File: config.mk
export PLATFORM = sky130hd
export DESIGN_NAME = posit_packer
export DESIGN_NICKNAME = d
export VERILOG_FILES = /design/src/rtl/posit_pkg.sv /design/src/rtl/posit_packer.sv
export SDC_FILE = /design/constraint.sdc
export NUM_CORES = 1
export LEC_CHECK = 0
export ABC_AREA = 0
export CAP_MARGIN = 20
export CORE_ASPECT_RATIO = 0.5
export CORE_UTILIZATION = 54
export CTS_BUF_LIST = sky130_fd_sc_hd__clkbuf_8
export CTS_CLUSTER_SIZE = 14
export DETAILED_ROUTE_END_ITERATION = 12
export MAX_ROUTING_LAYER = met4
export PLACE_DENSITY_LB_ADDON = 0.08
export SLEW_MARGIN = 25
export SYNTH_ARGS = -nofsm -noshare
export SYNTH_HDL_FRONTEND = slang
export SYNTH_SLANG_ARGS = --single-unit
export TNS_END_PERCENT = 20
File: constraint.sdc
create_clock -name clk_i -period 3.85 [get_ports clk_i]
set_input_delay 0.385 -clock clk_i [delete_from_list [all_inputs] [get_ports clk_i]]
set_output_delay 0.385 -clock clk_i [all_outputs]
set_load 0.02 [all_outputs]
File: src/rtl/posit_pkg.sv
// posit_pkg: posit format enumeration and derived field-width helpers
package posit_pkg;

    typedef enum logic [1:0] {
        POSIT16_ES1 = 2'd0,
        POSIT8_ES2  = 2'd1,
        POSIT32_ES2 = 2'd2
    } posit_format_e;

    function automatic int posit_width(posit_format_e f);
        return (f == POSIT8_ES2) ? 8 : (f == POSIT32_ES2) ? 32 : 16;
    endfunction

    function automatic int exp_bits(posit_format_e f);
        return (f == POSIT16_ES1) ? 1 : 2;
    endfunction

    // one extra bit so out-of-range regimes reach the packer and saturate
    function automatic int max_regime_bits(posit_format_e f);
        return $clog2(posit_width(f)) + 1;
    endfunction

endpackage

File: src/rtl/posit_packer.sv
// posit_packer: two-stage pipelined posit encoder with RNE rounding and valid/ready handshake
module posit_packer #(
    parameter posit_pkg::posit_format_e pFormat = posit_pkg::posit_format_e'(0),
    localparam int WIDTH           = posit_pkg::posit_width(pFormat),
    localparam int EXP_BITS        = posit_pkg::exp_bits(pFormat),
    localparam int MAX_REGIME_BITS = posit_pkg::max_regime_bits(pFormat)
) (
    input  logic                       clk_i,
    input  logic                       rst_i,
    input  logic                       in_valid_i,
    output logic                       in_ready_o,
    input  logic                       sign_i,
    input  logic signed [MAX_REGIME_BITS:0] regime_i,
    input  logic [EXP_BITS-1:0]        exponent_i,
    input  logic [WIDTH-1:0]           fraction_i,
    input  logic                       sticky_i,
    input  logic                       is_zero_i,
    input  logic                       is_NaR_i,
    output logic [WIDTH-1:0]           result_o,
    output logic                       out_valid_o,
    input  logic                       out_ready_i,
    output logic                       busy_o
);

    localparam int RW = MAX_REGIME_BITS + 1;
    localparam int FW = 2 * WIDTH + EXP_BITS;
    localparam int VW = FW + WIDTH;
    localparam logic signed [RW-1:0] K_MAX = RW'(WIDTH - 2);
    localparam logic signed [RW-1:0] K_MIN = RW'(-(WIDTH - 1));

    logic              v1, v2, s1_adv, s2_adv;
    logic              sat_hi, sat_lo, pol;
    logic signed [RW-1:0] kc;
    logic [RW-1:0]     rl, sh;
    logic [VW-1:0]     vec;
    logic [FW-1:0]     field_d;
    logic              s1_sign, s1_sticky, s1_zero, s1_nar, s1_hi, s1_lo;
    logic [FW-1:0]     s1_field;
    logic [WIDTH-2:0]  mag, fin;
    logic [WIDTH-1:0]  mag_r, res;
    logic              guard, st;
    logic              unused_hidden;

    assign unused_hidden = fraction_i[WIDTH-1];
    assign s2_adv      = ~v2 | out_ready_i;
    assign s1_adv      = ~v1 | s2_adv;
    assign in_ready_o  = s1_adv;
    assign out_valid_o = v2;
    assign busy_o      = v1 | v2;

    // assemble: clamp k, build the regime run and left-align regime|exponent|fraction
    always_comb begin
        sat_hi  = regime_i > K_MAX;
        sat_lo  = regime_i < K_MIN;
        kc      = sat_hi ? K_MAX : sat_lo ? K_MIN : regime_i;
        rl      = kc[RW-1] ? -kc : kc + RW'(1);
        sh      = RW'(WIDTH) - rl;
        pol     = ~kc[RW-1];
        vec     = {{WIDTH{pol}}, ~pol, exponent_i, fraction_i[WIDTH-2:0], {WIDTH{1'b0}}};
        field_d = FW'(vec << sh >> WIDTH);
    end

    // round to nearest even, saturate to maxpos/minpos, negate, apply specials
    always_comb begin
        mag   = s1_field[FW-1 -: WIDTH-1];
        guard = s1_field[FW-WIDTH];
        st    = |s1_field[FW-WIDTH-1:0] | s1_sticky;
        mag_r = {1'b0, mag} + WIDTH'(guard & (mag[0] | st));
        fin   = (s1_hi | mag_r[WIDTH-1]) ? '1 : (s1_lo | ~|mag_r) ? (WIDTH-1)'(1) : mag_r[WIDTH-2:0];
        res   = s1_nar ? {1'b1, {(WIDTH-1){1'b0}}} : s1_zero ? '0 : s1_sign ? -{1'b0, fin} : {1'b0, fin};
    end

    // stage-1 data: loads whenever stage 1 advances, no reset needed
    always_ff @(posedge clk_i) begin
        if (s1_adv) begin
            s1_field  <= field_d;
            s1_sign   <= sign_i;
            s1_sticky <= sticky_i;
            s1_zero   <= is_zero_i;
            s1_nar    <= is_NaR_i;
            s1_hi     <= sat_hi;
            s1_lo     <= sat_lo;
        end
    end

    // valid bits and output word; in-flight beats vanish on reset
    always_ff @(posedge clk_i or posedge rst_i) begin
        if (rst_i) begin
            v1       <= 1'b0;
            v2       <= 1'b0;
            result_o <= '0;
        end else begin
            if (s1_adv) v1 <= in_valid_i;
            if (s2_adv) v2 <= v1;
            if (s2_adv && v1) result_o <= res;
        end
    end

endmodule

* Word-level counts from Yosys, hierarchy flattened
Cells that the tools add are included.
** Operators by class
- Add/sub/neg operators :: 5
- Order comparisons :: 2
- Shift-type cells :: 1
- Muxes and demuxes :: 8
- Bitwise gates (word level) :: 11
- Reduce and logical (&&, ||, !) cells :: 4
** Operator list (count)
- 49-bit by 6-bit << shifter with 49-bit output :: 1
- 16-bit 2-to-1 mux :: 3
- 15-bit 2-to-1 mux :: 2
- 6-bit 2-to-1 mux :: 3
- 17-bit OR reduction :: 1
- 15-bit by 1-bit adder with 16-bit output :: 1
- 15-bit negator with 16-bit output :: 1
- 16-bit OR reduction :: 1
- 1-bit bitwise OR :: 7
- 6-bit by 2-bit adder with 6-bit output (second input constant) :: 1
- 6-bit by 5-bit > comparator with 1-bit output (second input constant) :: 1
- 6-bit by 5-bit less-than comparator with 1-bit output (second input constant) :: 1
- 6-bit negator :: 1
- 5-bit by 6-bit subtractor with 6-bit output (first input constant) :: 1
- 1-bit inverter :: 3
- 1-bit bitwise AND :: 1
- 1-bit logical AND :: 1
- 1-bit zero test :: 1
** Word-level totals
- Flip-flop bits (word level) :: 57
- Input bits :: 31
- Output and inout port bits :: 19
- Word-level logic and storage cells :: 41

* Depth between registers and ports, before layout
- Word-level depth :: 14
- Mapped depth :: 21

* Least setup slack after synthesis
Ideal clock, no wire load.
- Path kind :: in2reg
- From :: in regime_i[0]
- To :: reg s1_field[6], data pin
- Library setup time :: 0.273 ns
- Arrival time :: 4.100 ns
- Setup slack :: -0.523 ns
- Stages on the path :: 21
- Path through :: buf_2 -> buf_1 -> nor2_1 -> nand2_1 -> nand3_1 -> ha_1 -> buf_2 -> clkbuf_1 -> nand2b_1 -> nand2_1 -> inv_1 -> ha_1 -> o21a_1 -> or4_1 -> o221a_2 -> a211o_1 -> nand2_1 -> or2_1 -> buf_2 -> buf_2 -> nor3_1
** Between the ends
- Cells in the longest elaborated chain, start to end :: 7
** Ends and longest elaborated chain
- start, declared :: line posit_packer.sv:13 : input logic signed [MAX_REGIME_BITS:0] regime_i,
- 6-bit by 5-bit less-than comparator with 1-bit output (*) :: line posit_packer.sv:54 : sat_lo = regime_i < K_MIN;
- named net sat_lo :: line posit_packer.sv:32 : logic sat_hi, sat_lo, pol;
- 6-bit 2-to-1 mux (*) (2 in series) :: line posit_packer.sv:55 : kc = sat_hi ? K_MAX : sat_lo ? K_MIN : regime_i;
- 6-bit by 2-bit adder with 6-bit output / 6-bit negator (equally long branches) :: line posit_packer.sv:56 : rl = kc[RW-1] ? -kc : kc + RW'(1);
- 6-bit 2-to-1 mux :: line posit_packer.sv:56
- 5-bit by 6-bit subtractor with 6-bit output :: line posit_packer.sv:57 : sh = RW'(WIDTH) - rl;
- 49-bit by 6-bit << shifter with 49-bit output (*) :: line posit_packer.sv:60 : field_d = FW'(vec << sh >> WIDTH);
- end signal, assigned :: line posit_packer.sv:76 : s1_field <= field_d;
- end, declared :: line posit_packer.sv:38 : logic [FW-1:0] s1_field;
The timed path passes the listed nets; every way through them passes the cells marked *.
A chain may end at the register's enable or synchronous reset.

* Worst setup path in the final report
- From :: reg s1_field[18]
- To :: reg result_o[10]
** Between the ends
- Cells in the longest elaborated chain, start to end :: 12
** Ends and longest elaborated chain
- 1-bit bitwise OR :: line posit_packer.sv:68 : mag_r = {1'b0, mag} + WIDTH'(guard & (mag[0] | st));
- 1-bit bitwise AND :: line posit_packer.sv:68
- 15-bit by 1-bit adder with 16-bit output (*) :: line posit_packer.sv:68
- 16-bit OR reduction :: line posit_packer.sv:69 : fin = (s1_hi | mag_r[WIDTH-1]) ? '1 : (s1_lo | ~|mag_r) ? (WIDTH-1)'(1) : mag_r[WIDTH-2:0];
- 1-bit zero test :: line posit_packer.sv:69
- 1-bit bitwise OR :: line posit_packer.sv:69
- 15-bit 2-to-1 mux :: line posit_packer.sv:69
- 15-bit 2-to-1 mux (*) :: line posit_packer.sv:69
- 15-bit negator with 16-bit output :: line posit_packer.sv:70 : res = s1_nar ? {1'b1, {(WIDTH-1){1'b0}}} : s1_zero ? '0 : s1_sign ? -{1'b0, fin} : {1'b0, fin};
- 16-bit 2-to-1 mux (*) (3 in series) :: line posit_packer.sv:70
- end signal, assigned :: line posit_packer.sv:95 : if (s2_adv && v1) result_o <= res;
- end, declared :: line posit_packer.sv:19 : output logic [WIDTH-1:0] result_o,
Mark *: on every way between the ends. The rest lies on a longest branch, timed or not.

==> impl_metrics.env <==
export IMPL_status="finished, final reports clean"
export IMPL_startpoint_type="flip-flop"
export IMPL_grt_total_usage=0.317
export IMPL_pre_cts_ws_ns=-0.130
export IMPL_power_density_nw_per_um2=423
export IMPL_grt_max_degree=41
export IMPL_drc_errors=0
export IMPL_ys_seq_area_frac=0.313
export IMPL_diodes=0
export IMPL_grt_pass1_vias=4824
export IMPL_seq_area_um2=1620
export IMPL_multi_input_area_um2=3360
export IMPL_yosysMostFrequentCell="nand2_1"
export IMPL_synth_enable_flop_cells=39
export IMPL_ys_types=80
export IMPL_stdcell_count=822
export IMPL_crit_type="flip-flop to flip-flop"
export IMPL_cap_violations=0
export IMPL_setup_viol=0
export IMPL_clock_tree_root_cell="clkbuf_8"
export IMPL_ys_ff_latch=57
export IMPL_synthArstFlopShare=0.316
export IMPL_fill_cells=761
export IMPL_drive_gt1_frac=0.189
export IMPL_relSlewSlack=0.542
export IMPL_synth_top_area_share=0.226
export IMPL_rsz0062_at_grt="yes"
export IMPL_crit_required_ns=4.14
export IMPL_worstMarginPinSlew_ns=0.686
export IMPL_fp_row_count=24
export IMPL_layout_nets=736
export IMPL_totalWireLength_um=14600
export IMPL_synth_ff_type="edfxtp_1"
export IMPL_cts_buffers=9
export IMPL_start_util=0.575
export IMPL_viasPerCell=6.46
export IMPL_dp_cells=806
export IMPL_min_path_type="input port to asynchronous set/reset pin"
export IMPL_drtIter0Drc=480
export IMPL_syn_avg_cell_area_um2=8.36
export IMPL_core_area_um2=9010
export IMPL_grt_pass1_wl_um=24100
export IMPL_reg2reg_from="s1_field[18]"
export IMPL_overflow=0
export IMPL_fmax_ghz=0.272
export IMPL_cts_sinks=57
export IMPL_ctsHtreeMaxLevel=3
export IMPL_io_pins=50
export IMPL_wl_per_cell_um=17.7
export IMPL_ant_nets=0
export IMPL_finalHoldViolations=0
export IMPL_slew_violations=0
export IMPL_finClkSkew_ns=0.0100
export IMPL_fin_crit_sh=0.955
export IMPL_synth_area_um2=5180
export IMPL_gp_congestion=0.972
export IMPL_clkLatencyLatePin_ns=0.35
export IMPL_cp_arrival_ns=3.97
export IMPL_yosysWarnings=0
export IMPL_syn_to_final_growth_pct=24.2
export IMPL_path_clk_slew_ns=0.07
export IMPL_worst_slack_ns=0.174
export IMPL_dieArea_um2=10000
export IMPL_dieHeight_um=71.3
export IMPL_yosys_top_cells_area="edfxtp_1, dfrtp_1, mux2i_1"
export IMPL_static_leakage_power_nw=2.53
export IMPL_cts_buffer_depth=2
export IMPL_drtPass1Iterations=5
export IMPL_synthCells=620
export IMPL_ir_worst_vdd_mv=0.175
export IMPL_fin_crit_ns=3.68
export IMPL_synth_common_cells="nand2_1, nor2_1, edfxtp_1, nand3_1, o21ai_0"
export IMPL_cp_end_kind="flip-flop"
export IMPL_synth_largest_area_cell="edfxtp_1"
export IMPL_cts_tree="yes"
export IMPL_path_max_fanout=9
export IMPL_die_w_um=141
export IMPL_dp_hpwl_um=11200
export IMPL_antenna_found_initial=0
export IMPL_worstSetupStartpoint="s1_field[18]"
export IMPL_io_buffers=48
export IMPL_vias=5308
export IMPL_synth_nets=656
worst paths after layout:
kind                                 to  slack [ns]  depth (start not counted)
max reg2reg                result_o[10]        0.17                         14
min                         result_o[2]        0.42                          2
max in group asynchronous  result_o[13]        3.00                          2
max                        result_o[10]        0.17                         14
min in group clk_i          result_o[0]        0.49                          2
min reg2reg                 result_o[0]        0.49                          2
timing repair:
item,in CTS,in global routing
hold endpoints to repair,0,0
setup endpoints to repair,0,31
setup buffers,0,0
resized for setup,0,8
hold buffers,0,0
state kept, by name, indices dropped and copies added, names as in the netlist:
name,flops
s1_zero,1
s1_sign,1
s1_nar,1
s1_hi,1
s1_lo,1
v1,1
s1_field,33
result_o,16
s1_sticky,1
out_valid_o,1
cell families after synthesis:
| group | share of synthesized area |
|---|---|
| AO/OA/AOI/OAI | 0.258 |
| XOR/XNOR | 0.0504 |
| adder cells (fa/ha/maj) | 0.0159 |
| buffers and inverters | 0.0526 |
| flip-flops | 0.313 |
| multiplexers | 0.0760 |
| AND/OR/NAND/NOR | 0.234 |
placed cells by master, fill, tap and decap left out, types with 10 or more instances in the layout:
| cell | n |
|---|---|
| a21oi_1 | 35 |
| a31oi_1 | 12 |
| buf_4 | 71 |
| clkdlybuf4s50_1 | 48 |
| dfrtp_1 | 18 |
| edfxtp_1 | 39 |
| inv_1 | 11 |
| mux2_2 | 10 |
| mux2i_1 | 24 |
| nand2_1 | 53 |
| nand3_1 | 38 |
| nand4_1 | 16 |
| nor2_1 | 47 |
| nor3_1 | 19 |
| o21ai_0 | 37 |
| xnor2_1 | 22 |
report_power, final:
group / leakage, nW / internal [mW] / switching [mW]
sequential: 0.661 / 0.792 / 0.117
combinational: 1.76 / 0.559 / 0.687
clock: 0.100 / 0.303 / 0.264
metrics by stage:
step | hold WS (ns) | power [mW] | setup TNS [ns] | util | instance area, µm²
after floorplan | 0.324 | 1.70 | 0 | - | 5260
after global placement | 0.462 | 2.11 | -1.46 | 0.689 | 6200
after detailed placement | 0.475 | 2.13 | -2.90 | 0.689 | 6200
after CTS | 0.441 | 2.70 | 0 | 0.711 | 6410
after global routing | 0.503 | 2.88 | -0.0367 | 0.714 | 6440
final | 0.418 | 2.72 | 0 | 0.714 | 6440
routing by layer:
layer,vias to the layer above,global-route usage,share of wire
met4,0,0.0906,0.014
met2,239,0.487,0.44
met3,22,0.0481,0.070
li1,2558,-,-
met5,-,-,0
met1,2489,0.438,0.48
final cells by class:
class,instances,area share
Multi-Input combinational cell,498,0.523
Sequential cell,57,0.252
Timing Repair Buffer,121,0.164
Tap cell,117,0.0227
Clock buffer,9,0.0192
Clock inverter,7,0.0121
Inverter,13,0.00758
critical path, cell delays in order (launching register included):
cell and delay, ns:
edfxtp_1 0.44, and2_1 0.20, ha_2 0.23, and2_2 0.27, a41oi_1 0.22, a21oi_1 0.08, a211oi_1 0.31, a31oi_1 0.21
a21oi_1 0.25, ha_1 0.22, o21ai_0 0.08, or4_1 0.45, a211o_1 0.29, mux2_2 0.29, nand3_1 0.07
Note: power is estimated with default switching activity, not from simulation.
